`src/rtl/cc_branch_unit_if.sv`:
```
// Branch-unit bus: register-file write snoop, branch request and resolved branch result.
// The master drives writes and branches; the slave (cc_branch_unit) returns results and statistics.
interface cc_branch_unit_if #(
    parameter int DATA_W   = 16,
    parameter int NUM_CC   = 1,
    parameter int CC_IDX_W = 1,
    parameter int CNT_W    = 16
);
    logic [DATA_W-1:0]   result_in;
    logic                we_reg_in;
    logic [CC_IDX_W-1:0] wr_bank_in;
    logic                br_in;
    logic [2:0]          nzp_dec_in;
    logic [CC_IDX_W-1:0] rd_bank_in;
    logic                clr_cnt_in;
    logic                pc_ctl_0_out;
    logic                br_valid_out;
    logic [3*NUM_CC-1:0] state_out;
    logic [CNT_W-1:0]    br_cnt_out;
    logic [CNT_W-1:0]    taken_cnt_out;

    modport master (
        output result_in, we_reg_in, wr_bank_in, br_in, nzp_dec_in, rd_bank_in, clr_cnt_in,
        input  pc_ctl_0_out, br_valid_out, state_out, br_cnt_out, taken_cnt_out
    );

    modport slave (
        input  result_in, we_reg_in, wr_bank_in, br_in, nzp_dec_in, rd_bank_in, clr_cnt_in,
        output pc_ctl_0_out, br_valid_out, state_out, br_cnt_out, taken_cnt_out
    );
endinterface

```
`src/rtl/cc_branch_unit.sv`:
```
// Condition-code banks (N/Z/P per context), branch resolution and saturating branch statistics.
// Optional macro CC_FORWARD_EN: same-cycle write-through of flags to a branch testing the written bank.
module cc_branch_unit #(
    parameter int DATA_W   = 16,
    parameter int NUM_CC   = 1,
    parameter int CC_IDX_W = 1,
    parameter int CNT_W    = 16
) (
    input logic            clka,
    input logic            reset_in,
    cc_branch_unit_if.slave bus
);
    // Handshake: br_in qualifies nzp_dec_in/rd_bank_in in its cycle; br_valid_out qualifies
    // pc_ctl_0_out for exactly the following cycle. No back-pressure, one branch per cycle.

    typedef enum logic [2:0] {
        CC_IDLE = 3'b000,
        CC_P    = 3'b001,
        CC_Z    = 3'b010,
        CC_N    = 3'b100
    } cc_state_t;

    cc_state_t          bank_q [NUM_CC];
    cc_state_t          new_cc;
    cc_state_t          rd_cc;
    logic [NUM_CC-1:0]  bank_we;
    logic               taken;
    logic               pc_ctl_q;
    logic               br_valid_q;
    logic [CNT_W-1:0]   br_cnt_q;
    logic [CNT_W-1:0]   taken_cnt_q;

    always_comb begin
        new_cc = CC_P;
        if (bus.result_in[DATA_W-1])
            new_cc = CC_N;
        else if (bus.result_in == '0)
            new_cc = CC_Z;
    end

    // Out-of-range bank indices match no k, so such writes are dropped and such reads see IDLE.
    always_comb begin
        bank_we = '0;
        rd_cc   = CC_IDLE;
        for (int k = 0; k < NUM_CC; k++) begin
            if (bus.we_reg_in && (bus.wr_bank_in == CC_IDX_W'(k)))
                bank_we[k] = 1'b1;
            if (bus.rd_bank_in == CC_IDX_W'(k))
                rd_cc = bank_q[k];
        end
`ifdef CC_FORWARD_EN
        if ((|bank_we) && (bus.wr_bank_in == bus.rd_bank_in))
            rd_cc = new_cc;
`endif
        taken = |(bus.nzp_dec_in & rd_cc);
    end

    always_ff @(posedge clka) begin
        if (reset_in) begin
            for (int k = 0; k < NUM_CC; k++)
                bank_q[k] <= CC_IDLE;
            pc_ctl_q    <= 1'b0;
            br_valid_q  <= 1'b0;
            br_cnt_q    <= '0;
            taken_cnt_q <= '0;
        end else begin
            for (int k = 0; k < NUM_CC; k++)
                if (bank_we[k])
                    bank_q[k] <= new_cc;
            pc_ctl_q   <= bus.br_in & taken;
            br_valid_q <= bus.br_in;
            // Clear beats a same-cycle increment; counters stick at all-ones.
            if (bus.clr_cnt_in) begin
                br_cnt_q    <= '0;
                taken_cnt_q <= '0;
            end else begin
                if (bus.br_in && !(&br_cnt_q))
                    br_cnt_q <= br_cnt_q + 1'b1;
                if (bus.br_in && taken && !(&taken_cnt_q))
                    taken_cnt_q <= taken_cnt_q + 1'b1;
            end
        end
    end

    always_comb begin
        bus.state_out = '0;
        for (int k = 0; k < NUM_CC; k++)
            bus.state_out[3*k +: 3] = bank_q[k];
    end

    assign bus.pc_ctl_0_out  = pc_ctl_q;
    assign bus.br_valid_out  = br_valid_q;
    assign bus.br_cnt_out    = br_cnt_q;
    assign bus.taken_cnt_out = taken_cnt_q;
endmodule
```
`src/flat_wrapper.sv`:
```
// flat-port wrapper written by rule: the top's interface ports become plain ports
module cc_branch_unit_flat 
#(
    parameter int DATA_W   = 16,
    parameter int NUM_CC   = 1,
    parameter int CC_IDX_W = 1,
    parameter int CNT_W    = 16
)
  (clka, reset_in, bus_result_in, bus_we_reg_in, bus_wr_bank_in, bus_br_in, bus_nzp_dec_in, bus_rd_bank_in, bus_clr_cnt_in, bus_pc_ctl_0_out, bus_br_valid_out, bus_state_out, bus_br_cnt_out, bus_taken_cnt_out);
  cc_branch_unit_if #(.DATA_W(DATA_W), .NUM_CC(NUM_CC), .CC_IDX_W(CC_IDX_W), .CNT_W(CNT_W)) bus_i ();
  input logic clka;
  input logic reset_in;
  input wire logic [$bits(bus_i.result_in)-1:0] bus_result_in;
  input wire logic [$bits(bus_i.we_reg_in)-1:0] bus_we_reg_in;
  input wire logic [$bits(bus_i.wr_bank_in)-1:0] bus_wr_bank_in;
  input wire logic [$bits(bus_i.br_in)-1:0] bus_br_in;
  input wire logic [$bits(bus_i.nzp_dec_in)-1:0] bus_nzp_dec_in;
  input wire logic [$bits(bus_i.rd_bank_in)-1:0] bus_rd_bank_in;
  input wire logic [$bits(bus_i.clr_cnt_in)-1:0] bus_clr_cnt_in;
  output wire logic [$bits(bus_i.pc_ctl_0_out)-1:0] bus_pc_ctl_0_out;
  output wire logic [$bits(bus_i.br_valid_out)-1:0] bus_br_valid_out;
  output wire logic [$bits(bus_i.state_out)-1:0] bus_state_out;
  output wire logic [$bits(bus_i.br_cnt_out)-1:0] bus_br_cnt_out;
  output wire logic [$bits(bus_i.taken_cnt_out)-1:0] bus_taken_cnt_out;
  assign bus_i.result_in = bus_result_in;
  assign bus_i.we_reg_in = bus_we_reg_in;
  assign bus_i.wr_bank_in = bus_wr_bank_in;
  assign bus_i.br_in = bus_br_in;
  assign bus_i.nzp_dec_in = bus_nzp_dec_in;
  assign bus_i.rd_bank_in = bus_rd_bank_in;
  assign bus_i.clr_cnt_in = bus_clr_cnt_in;
  assign bus_pc_ctl_0_out = bus_i.pc_ctl_0_out;
  assign bus_br_valid_out = bus_i.br_valid_out;
  assign bus_state_out = bus_i.state_out;
  assign bus_br_cnt_out = bus_i.br_cnt_out;
  assign bus_taken_cnt_out = bus_i.taken_cnt_out;
  cc_branch_unit #(.DATA_W(DATA_W), .NUM_CC(NUM_CC), .CC_IDX_W(CC_IDX_W), .CNT_W(CNT_W)) u_core (.clka(clka), .reset_in(reset_in), .bus(bus_i));
endmodule
```
`config.mk`:
```
export PLATFORM = sky130hd
export DESIGN_NAME = cc_branch_unit_flat
export DESIGN_NICKNAME = d
export VERILOG_FILES = /design/src/rtl/cc_branch_unit_if.sv /design/src/rtl/cc_branch_unit.sv /design/src/flat_wrapper.sv
export SDC_FILE = /design/constraint.sdc
export NUM_CORES = 1
export LEC_CHECK = 0
export BUFFER_PORTS_ARGS = -buffer_cell sky130_fd_sc_hd__buf_2
export CAP_MARGIN = 40
export CORE_ASPECT_RATIO = 2
export CORE_UTILIZATION = 40
export DETAILED_ROUTE_END_ITERATION = 12
export MAX_ROUTING_LAYER = met4
export PLACE_DENSITY = 0.68
export SLEW_MARGIN = 20
export SYNTH_ARGS = -nofsm -noshare
export SYNTH_HDL_FRONTEND = slang
export SYNTH_SLANG_ARGS = --single-unit
```
`constraint.sdc`:
```
create_clock -name clka -period 1.7 [get_ports clka]
set_clock_uncertainty 0.05 [all_clocks]
set_input_delay 0.085 -clock clka [delete_from_list [all_inputs] [get_ports clka]]
set_output_delay 0.085 -clock clka [all_outputs]
set_load 0.02 [all_outputs]
```
==> results.json, run 1 <==
{
  "io_buffers": 62,
  "cap_viol_max_count": 0,
  "num_rows": 35,
  "fp.dieArea_sq_um": 5157,
  "wl_mm": 6.441,
  "syn-instance-count": 228,
  "syn_to_final_growth_pct": 50.42,
  "ys_async_sr_fraction": 0,
  "finalCriticalPeriod_ns": 1.802,
  "syn_area_sq_um": 1943,
  "final_cell_mix": "buf_2 (62), buf_4 (50), nand2_1 (17), a21oi_1 (17), nand3_1 (15)",
  "holdPathEnd": "u_core.bus.taken_cnt_out[14]",
  "drtIter0Drc": 66,
  "ant_nets": 0,
  "firstDrtPassIters": 4,
  "worstMarginPinSlew_ns": 0.5944,
  "cp-end-kind": "register",
  "path_clk_slew_ns": 0.08,
  "ys_warn_count": 0,
  "placed_cells": 376,
  "holdPathStages": 3,
  "finalSetupViolations": 9,
  "synth-main-ff-cell": "dfxtp_1",
  "ys_seq_area_frac": 0.3967,
  "num_antenna_cells": 0,
  "clk_latency_ns": 0.30,
  "fp.dieW_um": 51.29,
  "r2r_end": "u_core.bus.taken_cnt_out[9]",
  "ir_drop_v": 0.0004107,
  "p_leak_nw": 1.194,
  "place.gp.congestion": 0.8163,
  "core_area_sq_um": 4642,
  "drive_gt1_frac": 0.4956,
  "dp_hpwl_mm": 4.550,
  "regArea_sq_um": 810.8,
  "slowest_delay_ns": 0.43,
  "status": "finished, violations left",
  "route.detailed.drc": 0,
  "post_drt_wl_per_cell_um": 16.35,
  "r2r_start": "u_core.bank_q[0][0]",
  "critPathKind": "register to register",
  "grt_pass1_vias": 2231,
  "worstRegToRegCells": 6,
  "wl_met1_mm": 2.200,
  "finalHoldViolations": 0,
  "drv_slew": 0,
  "fin_cells": 394,
  "fillers": 444,
  "start_util": 0.4186,
  "setup_ws_ns": -0.1022,
  "worstHoldPathType": "input pin to register",
  "grt_pass1_wl_mm": 9.942,
  "path_max_fanout": 5,
  "viasPerCell": 5.876,
  "cts_root_buf": "clkbuf_8",
  "crit_family": "simple AND/OR/NAND/NOR gates",
  "cts_tree": "built",
  "fmax_mhz": 554.9,
  "power_density_nw_per_um2": 561.4,
  "io_pins": 63,
  "cts_buffers": 5,
  "synth-seq-cells": 37,
  "synth_area_per_cell_sq_um": 8.522,
  "yosysUniqueCellTypes": 47,
  "grt_util_all_layers": 0.2631,
  "htreeDepth": 2,
  "p_total_mw": 1.641,
  "crit_top_cell": "buf_4",
  "final_common_cell": "buf_2",
  "grt_max_degree": 27,
  "synth_edf_count": 3,
  "die_h_um": 100.6,
  "hp-start": "bus_clr_cnt_in",
  "multi_input_area_sq_um": 1242,
  "start_kind": "register",
  "rsz0062_at_grt": "true",
  "cp_slowest_cell": "or4_4",
  "overflow": 0,
  "violations": "setup timing",
  "path_buf_inv": 2,
  "maxSlewHeadroom": 0.6038,
  "antenna_found_initial": 0,
  "wl_met2_mm": 3.783,
  "num_vias": 2315,
  "dp_slack_ns": -0.1052,
  "r2r_slack_ns": -0.10,
  "nets": 366,
  "setup_tns_ns": -0.5276,
  "required_ns": 1.88,
  "arrival_ns": 1.98,
  "dr_wl_met3_um": 182,
  "cts.sinks": 37,
  "cts_buffer_depth": 2,
  "synth_nets": 256,
  "highest_layer": "met4",
  "path_cells": "a222oi_1, buf_4, buf_4, or3_4, or4_4, a21oi_2",
  "min_period_over_period": 1.060
}
[cells in the mapped netlist (2+ instances only)]
library cell  count  area [sq um]
or3_1            10         62.56
nand3_2           2         20.02
a21oi_1          21         105.1
nand2_1          17         63.81
nor3b_1           3         22.52
nor4_1            7         43.79
a41o_1            2         20.02
and3_1            2         12.51
o31ai_1          12         90.09
clkbuf_1          5         18.77
mux2i_1           2         20.02
nor2_1           13         48.80
buf_4             2         15.01
nand4_1          11         68.82
dfxtp_1          34         680.7
inv_1             3         11.26
o41ai_1           3         26.28
nand3_1          17         85.08
a31oi_1           2         12.51
and4_1            2         17.52
nor4_2            2         25.02
nor2b_1           2         12.51
ha_1              2         25.02
edfxtp_1          3         90.09
buf_2             3         15.01
o21ai_0          10         50.05
nor3_1            4         20.02
or4_1            13         97.59
[per-stage QoR]
stage	util	instance area (sq um)	hold slack, ns
after floorplan	-	2034	0.1066
after global placement	0.5717	2654	0.3027
after detailed placement	0.5717	2654	0.3190
after CTS	0.6022	2795	0.006085
after global routing	0.6297	2923	0.04451
final	0.6297	2923	0.04082
[tightest hold or removal path, delay by kind of cell]
| kind | cells | cell delay [ns] |
|---|---|---|
| muxes | 1 | 0.05 |
| and+or+nand+nor | 1 | 0.10 |
| buffers and inverters | 1 | 0.11 |
[report_power, final]
group	leakage (nW)	total, mW	internal [mW]	switching [mW]
clock network	0.0450	0.614	0.285	0.330
logic	0.832	0.140	0.0647	0.0754
registers	0.317	0.886	0.879	0.00710
[cell families (layout without fill, tap and decap cells)]
logic type | after synthesis | in the layout | synth area share
adder cells (fa/ha/maj) | 2 | 2 | 0.01288
buffers and inverters | 15 | 125 | 0.03927
flip-flops | 37 | 37 | 0.3967
multiplexers | 2 | 2 | 0.01030
AO/OA/AOI/OAI | 56 | 56 | 0.1835
XOR/XNOR | 1 | 1 | 0.004508
AND/OR/NAND/NOR | 115 | 116 | 0.3529
[registers in the layout, summed over array words and instances (netlist names)]
| register | cells |
|---|---|
| u_core.bank_q | 3 |
| u_core.bus.br_cnt_out | 16 |
| u_core.bus.br_valid_out | 1 |
| u_core.bus.pc_ctl_0_out | 1 |
| u_core.bus.taken_cnt_out | 16 |
[cell type report]
class | count | share of cell area
multi-input combinational | 177 | 0.4251
sequential | 37 | 0.2774
timing repair buffer | 114 | 0.2419
clock buffer | 6 | 0.02483
tap | 55 | 0.02354
inverter | 3 | 0.003853
clock inverter | 2 | 0.003425
[routing by layer]
metal | track usage | vias up
li1 | - | 1113
met1 | 0.2351 | 1097
met2 | 0.5020 | 76
met3 | 0.04223 | 29
met4 | 0.1393 | 0
met5 | - | -
[worst max path at each step]
| stage | start | cells past startpoint | to | slack, ns |
|---|---|---|---|---|
| after floorplan | u_core.bank_q[0][0] | 5 | u_core.bus.taken_cnt_out[8] | -0.16 |
| after global placement | u_core.bank_q[0][0] | 4 | u_core.bus.taken_cnt_out[6] | -0.05 |
| after detailed placement | u_core.bank_q[0][0] | 4 | u_core.bus.taken_cnt_out[6] | -0.11 |
| after CTS | u_core.bank_q[0][0] | 4 | u_core.bus.taken_cnt_out[11] | -0.02 |
| after global routing | u_core.bank_q[0][0] | 5 | u_core.bus.taken_cnt_out[7] | -0.23 |
| final | u_core.bank_q[0][0] | 6 | u_core.bus.taken_cnt_out[9] | -0.10 |
[repair_timing]
| action | in CTS | in global routing |
|---|---|---|
| cloned | 1 | 1 |
| pin swaps | 6 | 8 |
| buffers inserted | 2 | 5 |
| setup endpoints to repair | 19 | 26 |
| endpoints found under the hold margin | 0 | 2 |
| hold buffers | 0 | 1 |
| resized for setup | 12 | 17 |
Note: power is estimated with default switching activity, not from simulation.
==> run 2, diff against run 1 <==
==> constraint.sdc (replaced) <==
create_clock -name clka -period 1.7 [get_ports clka]
set_clock_uncertainty 0.05 [all_clocks]
set_input_delay 0.255 -clock clka [delete_from_list [all_inputs] [get_ports clka]]
set_output_delay 0.255 -clock clka [all_outputs]
set_load 0.02 [all_outputs]
==> results.json, run 2 (same netlist as run 1, synthesis figures left out) <==
{
  "io_buffers": 62,
  "holdPathEnd": "u_core.bus.br_valid_out",
  "holdPathStages": 2,
  "path_cells": "a222oi_1, or3_4, or4b_1, a21oi_2",
  "cap_viol_max_count": 0,
  "finalHoldViolations": 0,
  "syn_to_final_growth_pct": 47.39,
  "rsz0062_at_grt": "true",
  "start_kind": "register",
  "cp-end-kind": "register",
  "maxSlewHeadroom": 0.6311,
  "num_rows": 35,
  "path_buf_inv": 0,
  "hold_ws_ns": 0.1779,
  "critPathKind": "register to register",
  "fp.dieW_um": 51.29,
  "grt_pass1_wl_mm": 9.246,
  "fmax_mhz": 576.7,
  "drv_slew": 0,
  "nets": 361,
  "hp-start": "reset_in",
  "power_density_nw_per_um2": 575.5,
  "wl_mm": 5.854,
  "regArea_sq_um": 810.8,
  "worstMarginPinSlew_ns": 0.5534,
  "finalCriticalPeriod_ns": 1.734,
  "r2r_end": "u_core.bus.taken_cnt_out[11]",
  "violations": "setup timing",
  "post_drt_wl_per_cell_um": 15.05,
  "route.detailed.drc": 0,
  "num_antenna_cells": 0,
  "core_area_sq_um": 4642,
  "cts_root_buf": "clkbuf_8",
  "p_leak_nw": 1.165,
  "slowest_delay_ns": 0.53,
  "num_vias": 2241,
  "crit_family": "simple AND/OR/NAND/NOR gates",
  "fillers": 452,
  "antenna_found_initial": 0,
  "firstDrtPassIters": 4,
  "die_h_um": 100.6,
  "setup_tns_ns": -0.07245,
  "r2r_start": "u_core.bank_q[0][0]",
  "cp_slowest_cell": "or4b_1",
  "worstHoldPathType": "input pin to register",
  "grt_util_all_layers": 0.2459,
  "start_util": 0.4186,
  "drive_gt1_frac": 0.4820,
  "clk_latency_ns": 0.29,
  "overflow": 0,
  "required_ns": 1.88,
  "cts_buffer_depth": 2,
  "final_cell_mix": "buf_2 (62), buf_4 (47), nand2_1 (17)",
  "finalSetupViolations": 5,
  "path_clk_slew_ns": 0.07,
  "place.gp.congestion": 0.7918,
  "viasPerCell": 5.761,
  "arrival_ns": 1.92,
  "htreeDepth": 2,
  "multi_input_area_sq_um": 1209,
  "fin_cells": 389,
  "fp.dieArea_sq_um": 5157,
  "path_max_fanout": 12,
  "ir_drop_v": 0.0006831,
  "setup_ws_ns": -0.03402,
  "placed_cells": 380,
  "r2r_slack_ns": -0.03,
  "worstRegToRegCells": 4,
  "cts_buffers": 5,
  "cts.sinks": 37,
  "drtIter0Drc": 51,
  "status": "finished, violations left",
  "cts_tree": "built",
  "p_total_mw": 1.648,
  "min_period_over_period": 1.020,
  "grt_pass1_vias": 2148,
  "dp_hpwl_mm": 4.563,
  "post-route-util": 0.6170,
  "final_common_cell": "buf_2",
  "grt_max_degree": 14,
  "io_pins": 63,
  "ant_nets": 0
}
run 2: layout make-up:
class / count / share of cell area
clock buffers: 8 / 0.03145
inverters: 3 / 0.003932
multi-input cells: 176 / 0.4220
flip-flops and latches: 37 / 0.2831
well taps: 55 / 0.02403
repair buffers: 110 / 0.2355
run 2: how the worst max path moves through the flow:
stage / from / end / slack, ns / depth (start not counted)
6_report: u_core.bank_q[0][0] / u_core.bus.taken_cnt_out[11] / -0.03 / 4
5_1_grt: u_core.bank_q[0][0] / u_core.bus.taken_cnt_out[7] / -0.11 / 4
4_1_cts: u_core.bank_q[0][0] / u_core.bus.taken_cnt_out[13] / -0.02 / 4
3_5_place_dp: u_core.bank_q[0][0] / u_core.bus.taken_cnt_out[6] / -0.07 / 4
3_3_place_gp: u_core.bus.br_cnt_out[1] / u_core.bus.br_cnt_out[14] / -0.06 / 6
2_1_floorplan: u_core.bank_q[0][0] / u_core.bus.taken_cnt_out[8] / -0.16 / 5
run 2: repair_timing:
item	in CTS	in global routing
hold buffers	0	0
pin swaps	8	4
resized for setup	8	16
setup buffers	2	0
endpoints found under the setup margin	17	26
run 2: through the flow:
stage | setup slack [ns] | cell area (sq um)
after floorplan | -0.1562 | 2034
after global placement | -0.05848 | 2684
after detailed placement | -0.06627 | 2684
after CTS | -0.02159 | 2805
after global routing | -0.1136 | 2864
final | -0.03402 | 2864
run 2: layer usage:
metal	global-route usage	part of all wire	vias to the layer above	wire [um]
met5	-	0	-	0
met4	0.1206	0.026	0	155
met3	0.04374	0.028	14	163
met2	0.4737	0.60	53	3513
met1	0.2172	0.35	1075	2022
li1	-	-	1099	-
run 2: power by group:
part | leakage [nW] | switching, mW | internal, mW
registers | 0.317 | 0.00675 | 0.880
clock network | 0.0455 | 0.309 | 0.331
logic | 0.803 | 0.0684 | 0.0536
==> run 3, diff against run 2 <==
--- a/config.mk
+++ b/config.mk
@@ -12,6 +12,7 @@
 export DETAILED_ROUTE_END_ITERATION = 12
 export MAX_ROUTING_LAYER = met4
 export PLACE_DENSITY = 0.68
+export SETUP_SLACK_MARGIN = 0.15
 export SLEW_MARGIN = 20
 export SYNTH_ARGS = -nofsm -noshare
 export SYNTH_HDL_FRONTEND = slang
==> results.json, run 3 (same netlist as run 1, synthesis figures left out) <==
{
  "status": "finished, violations left",
  "violations": "setup timing",
  "grt_util_all_layers": 0.2523,
  "fp.dieW_um": 51.29,
  "clkPwrFrac": 0.444,
  "antenna_found_initial": 0,
  "grt_pass1_wl_mm": 9.708,
  "hp-start": "bus_result_in[15]",
  "power_density_nw_per_um2": 589.8,
  "die_h_um": 100.6,
  "ant_nets": 0,
  "nets": 364,
  "drv_slew": 0,
  "finalHoldViolations": 0,
  "worstRegToRegCells": 4,
  "clk_latency_ns": 0.29,
  "finalSetupViolations": 1,
  "cts.sinks": 37,
  "r2r_slack_ns": -0.02,
  "regArea_sq_um": 832.0,
  "wl_mm": 6.239,
  "viasPerCell": 5.849,
  "grt_pass1_vias": 2222,
  "final_cell_mix": "buf_2 (62), buf_4 (41), nand2_1 (17)",
  "grtUsageMet3": 0.03469,
  "setup_ws_ns": -0.01663,
  "cts_root_buf": "clkbuf_8",
  "path_max_fanout": 2,
  "finalCriticalPeriod_ns": 1.717,
  "start_kind": "register",
  "swShare": 0.2258,
  "p_comb_frac": 0.075,
  "top_usage_layer": "met2",
  "route.detailed.drc": 0,
  "io_pins": 63,
  "dp_slack_ns": -0.07875,
  "holdPathEnd": "u_core.bank_q[0][0]",
  "r2r_end": "u_core.bus.taken_cnt_out[15]",
  "p_seq_frac": 0.481,
  "ir_drop_v": 0.0004976,
  "drtIter0Drc": 46,
  "path_clk_slew_ns": 0.08,
  "cap_viol_max_count": 0,
  "drive_gt1_frac": 0.5697,
  "switchingPower_mw": 0.4120,
  "postLayoutCellArea_sq_um": 3094,
  "htreeDepth": 2,
  "num_antenna_cells": 0,
  "required_ns": 1.88,
  "fillers": 419,
  "cts_buffer_depth": 2,
  "p_total_mw": 1.825,
  "cts_tree": "built",
  "io_buffers": 62,
  "num_vias": 2293,
  "firstDrtPassIters": 4,
  "post_drt_wl_per_cell_um": 15.92,
  "syn_to_final_growth_pct": 59.24,
  "start_util": 0.4186,
  "grt_max_degree": 17,
  "dpl-instance-area_sq_um": 2610,
  "dp_hpwl_mm": 4.310,
  "post-route-util": 0.6666,
  "min_period_over_period": 1.010,
  "arrival_ns": 1.89,
  "maxSlewHeadroom": 0.6862,
  "fmax_mhz": 582.5,
  "worstHoldPathType": "input pin to register",
  "multi_input_area_sq_um": 1335,
  "place.gp.congestion": 0.8249,
  "p_leak_nw": 1.237,
  "grt_use_met2": 0.4727,
  "cp-end-kind": "register",
  "fp.dieArea_sq_um": 5157,
  "holdPathStages": 2,
  "overflow": 0,
  "cts_buffers": 5,
  "grt.met1_usage": 0.2383,
  "num_rows": 35,
  "core_area_sq_um": 4642,
  "worstMarginPinSlew_ns": 0.4707,
  "rsz0062_at_grt": "true",
  "intPower_mw": 1.413,
  "hold_buffers": 0,
  "final_common_cell": "buf_2",
  "critPathKind": "register to register",
  "r2r_start": "u_core.bus.taken_cnt_out[7]"
}
run 3: cell types whose count changed in the layout (fill, tap and decap cells not counted), moves of 3 or more:
cell and delta:
or4_1 -7, nand3_1 -3, buf_6 +9, dfxtp_1 -7, dfxtp_4 +5, or4_4 +7, buf_4 -6
run 3: cell type report:
cell class                 instances  area share
clock buffer                       7     0.02790
clock inverter                     1    0.009705
inverter                           3    0.003639
multi-input combinational        176      0.4315
sequential                        37      0.2689
tap                               55     0.02224
timing repair buffer             113      0.2362
run 3: worst max-delay path, cell delays in order, from the launching register on:
cell     delay (ns)
dfxtp_2        0.34
nand3_2        0.08
or4_4          0.54
or4_1          0.53
a21oi_2        0.12
run 3: through the flow:
stage          setup TNS, ns  hold slack (ns)  instances
2_1_floorplan        -0.7487           0.2766        228
4_1_cts                    0           0.2252        388
6_report            -0.01663           0.2290        392
3_3_place_gp        -0.06975           0.4316        365
3_5_place_dp         -0.1499           0.4352        365
5_1_grt              -0.4928           0.2373        392
run 3: worst max path at each step:
| stage | start | endpoint |
|---|---|---|
| after floorplan | u_core.bank_q[0][0] | u_core.bus.taken_cnt_out[8] |
| after global placement | bus_nzp_dec_in[0] | u_core.bus.taken_cnt_out[6] |
| after detailed placement | u_core.bank_q[0][0] | u_core.bus.taken_cnt_out[6] |
| after CTS | u_core.bus.taken_cnt_out[7] | u_core.bus.taken_cnt_out[15] |
| after global routing | u_core.bank_q[0][1] | u_core.bus.taken_cnt_out[13] |
| final | u_core.bus.taken_cnt_out[7] | u_core.bus.taken_cnt_out[15] |
run 3: layer usage:
metal / wire length [um] / part of all wire
met2: 3624 / 0.58
met3: 181 / 0.029
met4: 200 / 0.032
met1: 2232 / 0.36
met5: 0 / 0
run 3: timing repair:
action | CTS | global route
setup buffers | 15 | 4
resized for setup | 24 | 38
setup endpoints to repair | 26 | 33
pin swaps | 21 | 19
run 3: power groups by stage:
| stage | clock [mW] | sequential (mW) | combinational, mW |
|---|---|---|---|
| after global routing | 0.858 | 0.880 | 0.150 |
| after detailed placement | 0 | 0.905 | 0.114 |
| after floorplan | 0 | 0.918 | 0.0443 |
| final | 0.809 | 0.878 | 0.138 |
| after global placement | 0 | 0.905 | 0.113 |
| after CTS | 0.820 | 0.878 | 0.130 |
